File: src/rtl/adaptive_filter_pkg.sv
// Shared types and constants for the adaptive-filter step-size scheduler.
package adaptive_filter_pkg;

  localparam int unsigned MU_W_DEF  = 32;
  localparam int unsigned CNT_W_DEF = 24;

  // Power-on step size: 0.1 in unsigned Q0.32
  localparam logic [31:0] MU_RESET = 32'h199a_0000;

  typedef enum logic [1:0] {
    ST_IDLE  = 2'd0,
    ST_HOLD  = 2'd1,
    ST_DECAY = 2'd2,
    ST_FINAL = 2'd3
  } mu_state_e;

endpackage : adaptive_filter_pkg

File: src/rtl/adaptive_filter_mu_sched_if.sv
// Sample-stream events in, step size and scheduler status out.
interface adaptive_filter_mu_sched_if
  import adaptive_filter_pkg::*;
#(
  parameter int unsigned MU_W = MU_W_DEF
);

  logic            sample_tick;
  logic            sample_eob;
  logic            restart;
  logic [MU_W-1:0] mu_out;
  logic [1:0]      state_out;
  logic            converged;

  modport master (
    output sample_tick, sample_eob, restart,
    input  mu_out, state_out, converged
  );

  modport slave (
    input  sample_tick, sample_eob, restart,
    output mu_out, state_out, converged
  );

endinterface : adaptive_filter_mu_sched_if

File: src/rtl/adaptive_filter_mu_sched.sv
// Step-size (mu) scheduler for an adaptive filter: hold mu at a start value
// for step_len samples, then decay it geometrically every step_len samples
// until it reaches the floor value.
// Optional feature macro: ADAPTIVE_FILTER_MU_SCHED_EOB_RESTART_EN
//   defined   -> last sample of a burst restarts the schedule
//   undefined -> burst boundaries are ignored
module adaptive_filter_mu_sched
  import adaptive_filter_pkg::*;
#(
  parameter int unsigned MU_W  = MU_W_DEF,
  parameter int unsigned CNT_W = CNT_W_DEF
) (
  input  logic                  axis_data_clk,
  input  logic                  axis_data_rst,
  input  logic                  cfg_enable,
  input  logic [MU_W-1:0]       cfg_mu_start,
  input  logic [MU_W-1:0]       cfg_mu_final,
  input  logic [CNT_W-1:0]      cfg_step_len,
  input  logic [3:0]            cfg_decay_shift,
  adaptive_filter_mu_sched_if.slave bus
);

  localparam logic [MU_W-1:0] MU_RST = MU_W'(MU_RESET);

  mu_state_e        state_q, state_d;
  logic [CNT_W-1:0] cnt_q, cnt_d;
  logic [MU_W-1:0]  mu_q, mu_d;
  logic             conv_q, conv_d;
  logic [MU_W-1:0]  start_q, start_d;
  logic [MU_W-1:0]  final_q, final_d;
  logic [CNT_W-1:0] step_q, step_d;
  logic [3:0]       shift_q, shift_d;

  logic             eob_restart_c;
  logic             restart_c;
  logic             boundary_c;
  logic             load_c;
  logic [MU_W-1:0]  mu_dec_c;

  // End-of-burst restart source
`ifdef ADAPTIVE_FILTER_MU_SCHED_EOB_RESTART_EN
  assign eob_restart_c = bus.sample_tick & bus.sample_eob;
`else
  logic eob_unused;
  assign eob_unused    = bus.sample_eob;
  assign eob_restart_c = 1'b0;
`endif

  assign restart_c  = bus.restart | eob_restart_c;
  assign boundary_c = bus.sample_tick && (cnt_q == (step_q - CNT_W'(1)));
  // shift==0 subtracts mu from itself, giving 0 and forcing the floor clamp
  assign mu_dec_c   = mu_q - (mu_q >> shift_q);

  // Next-state, counter and step-size computation
  always_comb begin
    state_d = state_q;
    cnt_d   = cnt_q;
    mu_d    = mu_q;
    conv_d  = conv_q;
    start_d = start_q;
    final_d = final_q;
    step_d  = step_q;
    shift_d = shift_q;
    load_c  = 1'b0;

    if (!cfg_enable) begin
      state_d = ST_IDLE;
      mu_d    = cfg_mu_final;
      cnt_d   = '0;
      conv_d  = 1'b0;
    end else if ((state_q == ST_IDLE) || restart_c) begin
      load_c = 1'b1;
    end else begin
      unique case (state_q)
        ST_HOLD: begin
          if (boundary_c) begin
            cnt_d = '0;
            if (start_q <= final_q) begin
              state_d = ST_FINAL;
              mu_d    = final_q;
              conv_d  = 1'b1;
            end else begin
              state_d = ST_DECAY;
            end
          end else if (bus.sample_tick) begin
            cnt_d = cnt_q + CNT_W'(1);
          end
        end
        ST_DECAY: begin
          if (boundary_c) begin
            cnt_d = '0;
            if (mu_dec_c <= final_q) begin
              state_d = ST_FINAL;
              mu_d    = final_q;
              conv_d  = 1'b1;
            end else begin
              mu_d = mu_dec_c;
            end
          end else if (bus.sample_tick) begin
            cnt_d = cnt_q + CNT_W'(1);
          end
        end
        default: ;
      endcase
    end

    // HOLD entry: capture config, zero-length step treated as one sample
    if (load_c) begin
      state_d = ST_HOLD;
      cnt_d   = '0;
      conv_d  = 1'b0;
      mu_d    = cfg_mu_start;
      start_d = cfg_mu_start;
      final_d = cfg_mu_final;
      step_d  = (cfg_step_len == '0) ? CNT_W'(1) : cfg_step_len;
      shift_d = cfg_decay_shift;
    end
  end

  // State and output registers
  always_ff @(posedge axis_data_clk) begin
    if (axis_data_rst) begin
      state_q <= ST_IDLE;
      cnt_q   <= '0;
      mu_q    <= MU_RST;
      conv_q  <= 1'b0;
      start_q <= '0;
      final_q <= '0;
      step_q  <= '0;
      shift_q <= '0;
    end else begin
      state_q <= state_d;
      cnt_q   <= cnt_d;
      mu_q    <= mu_d;
      conv_q  <= conv_d;
      start_q <= start_d;
      final_q <= final_d;
      step_q  <= step_d;
      shift_q <= shift_d;
    end
  end

  assign bus.mu_out    = mu_q;
  assign bus.state_out = state_q;
  assign bus.converged = conv_q;

endmodule : adaptive_filter_mu_sched

File: src/flat_wrapper.sv
// flat-port wrapper written by rule: the top's interface ports become plain ports
module adaptive_filter_mu_sched_flat import adaptive_filter_pkg::*;
#(
  parameter int unsigned MU_W  = MU_W_DEF,
  parameter int unsigned CNT_W = CNT_W_DEF
)
  (axis_data_clk, axis_data_rst, cfg_enable, cfg_mu_start, cfg_mu_final, cfg_step_len, cfg_decay_shift, bus_sample_tick, bus_sample_eob, bus_restart, bus_mu_out, bus_state_out, bus_converged);
  adaptive_filter_mu_sched_if #(.MU_W(MU_W)) bus_i ();
  input  logic axis_data_clk;
  input  logic axis_data_rst;
  input  logic cfg_enable;
  input  logic [MU_W-1:0] cfg_mu_start;
  input  logic [MU_W-1:0] cfg_mu_final;
  input  logic [CNT_W-1:0] cfg_step_len;
  input  logic [3:0] cfg_decay_shift;
  input wire logic [$bits(bus_i.sample_tick)-1:0] bus_sample_tick;
  input wire logic [$bits(bus_i.sample_eob)-1:0] bus_sample_eob;
  input wire logic [$bits(bus_i.restart)-1:0] bus_restart;
  output wire logic [$bits(bus_i.mu_out)-1:0] bus_mu_out;
  output wire logic [$bits(bus_i.state_out)-1:0] bus_state_out;
  output wire logic [$bits(bus_i.converged)-1:0] bus_converged;
  assign bus_i.sample_tick = bus_sample_tick;
  assign bus_i.sample_eob = bus_sample_eob;
  assign bus_i.restart = bus_restart;
  assign bus_mu_out = bus_i.mu_out;
  assign bus_state_out = bus_i.state_out;
  assign bus_converged = bus_i.converged;
  adaptive_filter_mu_sched #(.MU_W(MU_W), .CNT_W(CNT_W)) u_core (.axis_data_clk(axis_data_clk), .axis_data_rst(axis_data_rst), .cfg_enable(cfg_enable), .cfg_mu_start(cfg_mu_start), .cfg_mu_final(cfg_mu_final), .cfg_step_len(cfg_step_len), .cfg_decay_shift(cfg_decay_shift), .bus(bus_i));
endmodule
File: config.mk
export PLATFORM = sky130hd
export DESIGN_NAME = adaptive_filter_mu_sched_flat
export DESIGN_NICKNAME = d
export VERILOG_FILES = /design/src/rtl/adaptive_filter_pkg.sv /design/src/rtl/adaptive_filter_mu_sched_if.sv /design/src/rtl/adaptive_filter_mu_sched.sv /design/src/flat_wrapper.sv
export SDC_FILE = /design/constraint.sdc
export NUM_CORES = 1
export LEC_CHECK = 0
export BUFFER_PORTS_ARGS = -buffer_cell sky130_fd_sc_hd__buf_4
export CELL_PAD_IN_SITES_DETAIL_PLACEMENT = 1
export CELL_PAD_IN_SITES_GLOBAL_PLACEMENT = 1
export CORE_MARGIN = 8
export CORE_UTILIZATION = 40
export DETAILED_ROUTE_END_ITERATION = 16
export PLACE_DENSITY = 0.83
export SKIP_LAST_GASP = 1
export SLEW_MARGIN = 40
export SYNTH_ARGS = -nofsm -noshare
export SYNTH_HDL_FRONTEND = slang
export SYNTH_SLANG_ARGS = --single-unit
File: constraint.sdc
create_clock -name axis_data_clk -period 7.5 [get_ports axis_data_clk]
set_input_delay 0.75 -clock axis_data_clk [delete_from_list [all_inputs] [get_ports axis_data_clk]]
set_output_delay 0.75 -clock axis_data_clk [all_outputs]
set_load 0.02 [all_outputs]
==> summary.md <==
| Metric | Value |
|---|---|
| Pre-CTS setup slack | `0.274 ns` |
| GP Congestion | `0.903` |
| DR WL/cell | `20.6 µm` |
| Initial antenna violation count | `0` |
| Total track usage | `0.234` |
| CP Capture Type | `flip-flop` |
| Async SR Flop Fraction | `0` |
| Synth Warn # | `0` |
| Reg2reg setup slack | `0.56 ns` |
| Arrival time at the worst endpoint | `7.30 ns` |
| Max_slew headroom | `0.514` |
| Final WS setup | `0.555 ns` |
| H-tree levels | `4` |
| Post-Route WL | `42.4 mm` |
| Fmax | `0.144 GHz` |
| Reg-to-reg startpoint | `u_core.shift_q[1]$_SDFFE_PP0P_` |
| Starting DRT DRC Count | `663` |
| Global-route wire length before repair | `68.1 mm` |
| Nets | `1,857` |
| Top_reg_cell synth | `dfxtp_1` |
| Crit share post-route | `0.926` |
| # diodes | `0` |
| Port bufs | `131` |
| RR Endpoint | `u_core.bus.mu_out[29]$_SDFFE_PP0P_` |
| Sequential share of the synthesized area | `0.255` |
| Mapped Nets | `1,773` |
| Worst Path Max Fanout | `22` |
| Drt via density | `5.92` |
| Pin count of the biggest net entering global routing | `94` |
| Final setup TNS | `0 ns` |
| Reg2reg path depth | `28` |
| CP Capture Point | `u_core.bus.mu_out[29]$_SDFFE_PP0P_` |
| First drt pass iteration count | `5` |
| Static Leakage | `5.53 nW` |
| Final setup viols | `0` |
| Netlist cell types | `79` |
| Vias | `12,200` |
| IO Pins | `133` |
| Routed Antenna Nets | `0` |
| Grt total ovfl | `0` |
| Clock root buffer | `clkbuf_16` |
| Vert. Die Dim | `188 µm` |
| Cell repeated most along the worst path | `a21oi_1` |
| Status | `completed` |
| Crit path max-delay family | `compound AO/OA/AOI/OAI gates` |
| # hold bufs at CTS | `0` |
| Syn_area_per_cell | `7.54 µm²` |
| Initial Utilization | `0.404` |
| Max incr delay on CP | `0.45 ns` |
| Max Root-Sink Buffers | `2` |
| CP Buf/Inv Count | `3` |
| Max-cap violations | `0` |
| Worst hold-check path type | `flip-flop to flip-flop` |
| Critical path class | `flip-flop to flip-flop` |
| Share of post-route cells with drive strength above 1 | `0.149` |
| Post-CTS sizing | `0` |
| Number of flops mapped to enable cells by yosys | `0` |
| Clock-pin transition on the worst setup and hold timing paths | `0.07 ns` |
| Worst Hold Depth | `2` |
| Area added between synthesis and finish | `16.1%` |
| Fin crit period | `6.94 ns` |
| Register bit total from synthesis | `151` |
| Unrepaired setup endpoints after global routing | `no` |
| Setup crit start | `u_core.shift_q[1]$_SDFFE_PP0P_` |
| Post-DP HPWL | `32.0 mm` |
| DIE AREA | `0.0354 mm²` |
| CP required | `7.85 ns` |
| Total CTS buffers | `17` |
| Postcts setup bufs | `0` |
| Worst Skew | `0.0123 ns` |
| Stages on worst setup path | `28` |
| Actual slew at the worst max-slew pin | `0.727 ns` |
| Final hold viol count | `0` |
| PwrDens | `215 mW/mm²` |
| Die X | `188 µm` |
| Fin. max-slew vios | `0` |
| # rows | `63` |
| CTS tree | `built` |
| Drt drc | `0` |
| Core area | `0.0294 mm²` |
| Number of global-route vias before repair | `12,900` |
| CTS sink cnt | `151` |
| Startpoint Class | `flip-flop` |
| Cell Area, Synth | `0.0119 mm²` |
| Slowest-stage cell, CP | `or4_1` |
| Mapped Cells | `1,574` |
| Worst IR drop on VDD | `0.135 mV` |
| Clock network latency to the later pin of the worst-skew pair | `0.43 ns` |
## state kept, by name, summed over array words and instances (netlist names)
name,count
u_core.step_q,24
u_core.final_q,32
u_core.start_q,32
u_core.shift_q,4
u_core.bus.mu_out,32
u_core.bus.converged,1
u_core.cnt_q,24
u_core.bus.state_out,2
## where the power goes
| group | leakage, nW | internal, mW | switching (mW) |
|---|---|---|---|
| logic | 4.02 | 0.495 | 0.707 |
| registers | 1.24 | 0.845 | 0.0596 |
| clock network | 0.270 | 0.500 | 0.351 |
| total | 5.53 | 1.84 | 1.12 |
## worst min path at each step
stage,startpoint,to
2_1_floorplan,u_core.final_q[11]$_SDFFE_PP0P_,u_core.final_q[11]$_SDFFE_PP0P_
6_report,u_core.final_q[26]$_SDFFE_PP0P_,u_core.final_q[26]$_SDFFE_PP0P_
3_3_place_gp,u_core.final_q[11]$_SDFFE_PP0P_,u_core.final_q[11]$_SDFFE_PP0P_
4_1_cts,u_core.final_q[2]$_SDFFE_PP0P_,u_core.final_q[2]$_SDFFE_PP0P_
3_5_place_dp,u_core.final_q[2]$_SDFFE_PP0P_,u_core.final_q[2]$_SDFFE_PP0P_
5_1_grt,u_core.final_q[14]$_SDFFE_PP0P_,u_core.final_q[14]$_SDFFE_PP0P_
## logic make-up (layout without fill, tap and decap cells)
kind of cell | count (synthesis) | count (layout) | synth area share
simple gates | 601 | 601 | 0.237
compound gates | 419 | 419 | 0.215
buf+inv | 152 | 245 | 0.0514
flops | 151 | 151 | 0.255
fa+ha+maj | 101 | 101 | 0.107
xor+xnor | 75 | 75 | 0.0554
mux | 75 | 75 | 0.0792
## per-layer routing
| layer | vias up | GRT usage | part of all wire | routed length [µm] |
|---|---|---|---|---|
| met5 | - | 0 | 0 | 0 |
| met4 | 0 | 0.0803 | 0.025 | 1070 |
| met3 | 61 | 0.0368 | 0.046 | 1930 |
| met2 | 319 | 0.399 | 0.49 | 20800 |
| met1 | 6011 | 0.295 | 0.44 | 18600 |
| li1 | 5782 | - | - | - |
## cells in the mapped netlist (all sizes together), types with 4 or more instances
master / instances / area share
a311oi: 7 / 0.0067
o221ai: 5 / 0.0037
nor4: 19 / 0.012
xnor2: 39 / 0.029
mux4: 13 / 0.025
nor2b: 16 / 0.0084
dfxtp: 151 / 0.25
mux2i: 47 / 0.040
nor2: 129 / 0.041
buf: 17 / 0.0085
a211oi: 39 / 0.027
a221o: 5 / 0.0042
a21o: 15 / 0.0095
nand3: 33 / 0.015
and2: 6 / 0.0032
and3: 13 / 0.0069
a31oi: 13 / 0.0069
nor4b: 4 / 0.0030
or2: 11 / 0.0058
and4: 7 / 0.0052
nor3b: 5 / 0.0032
o311ai: 5 / 0.0037
nor3: 30 / 0.013
a2111oi: 4 / 0.0045
nand2: 268 / 0.085
mux2: 15 / 0.015
xor2: 36 / 0.027
or3: 9 / 0.0052
nand2b: 12 / 0.0063
inv: 61 / 0.019
clkbuf: 72 / 0.023
nand3b: 5 / 0.0032
or4: 5 / 0.0035
ha: 100 / 0.11
nand4: 22 / 0.012
o31ai: 5 / 0.0032
a21oi: 216 / 0.091
o21bai: 7 / 0.0044
o21a: 6 / 0.0038
o21ai: 66 / 0.028
## placed cells by master (no fill, tap or decap), drive strengths merged, types with 6 or more instances in the layout
cell,synthesis,routed
dfxtp,151,151
and2,6,6
nand2b,12,12
a21oi,216,216
mux2,15,15
mux2i,47,47
nor4,19,19
nor2,129,129
o21a,6,6
and3,13,13
a211oi,39,39
inv,61,61
or2,11,11
nand3,33,33
o21bai,7,7
xnor2,39,39
clkbuf,72,20
nor3,30,30
or3,9,9
clkinv,2,6
a311oi,7,7
and4,7,7
nor2b,16,16
buf,17,154
nand4,22,22
a31oi,13,13
mux4,13,13
a21o,15,15
nand2,268,268
ha,100,100
o21ai,66,66
xor2,36,36
## through the flow
stage	std cells	total power, mW	hold WS (ns)	cell area (µm²)	util
2_1_floorplan	1574	1.70	0.436	11900	-
3_3_place_gp	2029	2.02	0.442	13200	0.448
3_5_place_dp	2029	2.08	0.450	13200	0.448
4_1_cts	2057	2.94	0.459	13700	0.467
5_1_grt	2057	3.12	0.474	13800	0.469
6_report	2057	2.96	0.455	13800	0.469
## cell type report
class                   count  area (µm²)
clock buffers              20         457
clock inverters             8         103
fillers                  3655       15600
inverters                  63         236
multi-input cells        1271        8310
flip-flops and latches    151        3020
well taps                 390         488
repair buffers            154        1160
## tightest hold or removal path: cells and delay by family, from the launching register on
| family | cells | cell delay [ns] |
|---|---|---|
| DFF | 1 | 0.31 |
| AOI/OAI and AO/OA | 1 | 0.05 |
| and+or+nand+nor | 1 | 0.05 |
Power figures use the tool's default switching activity.
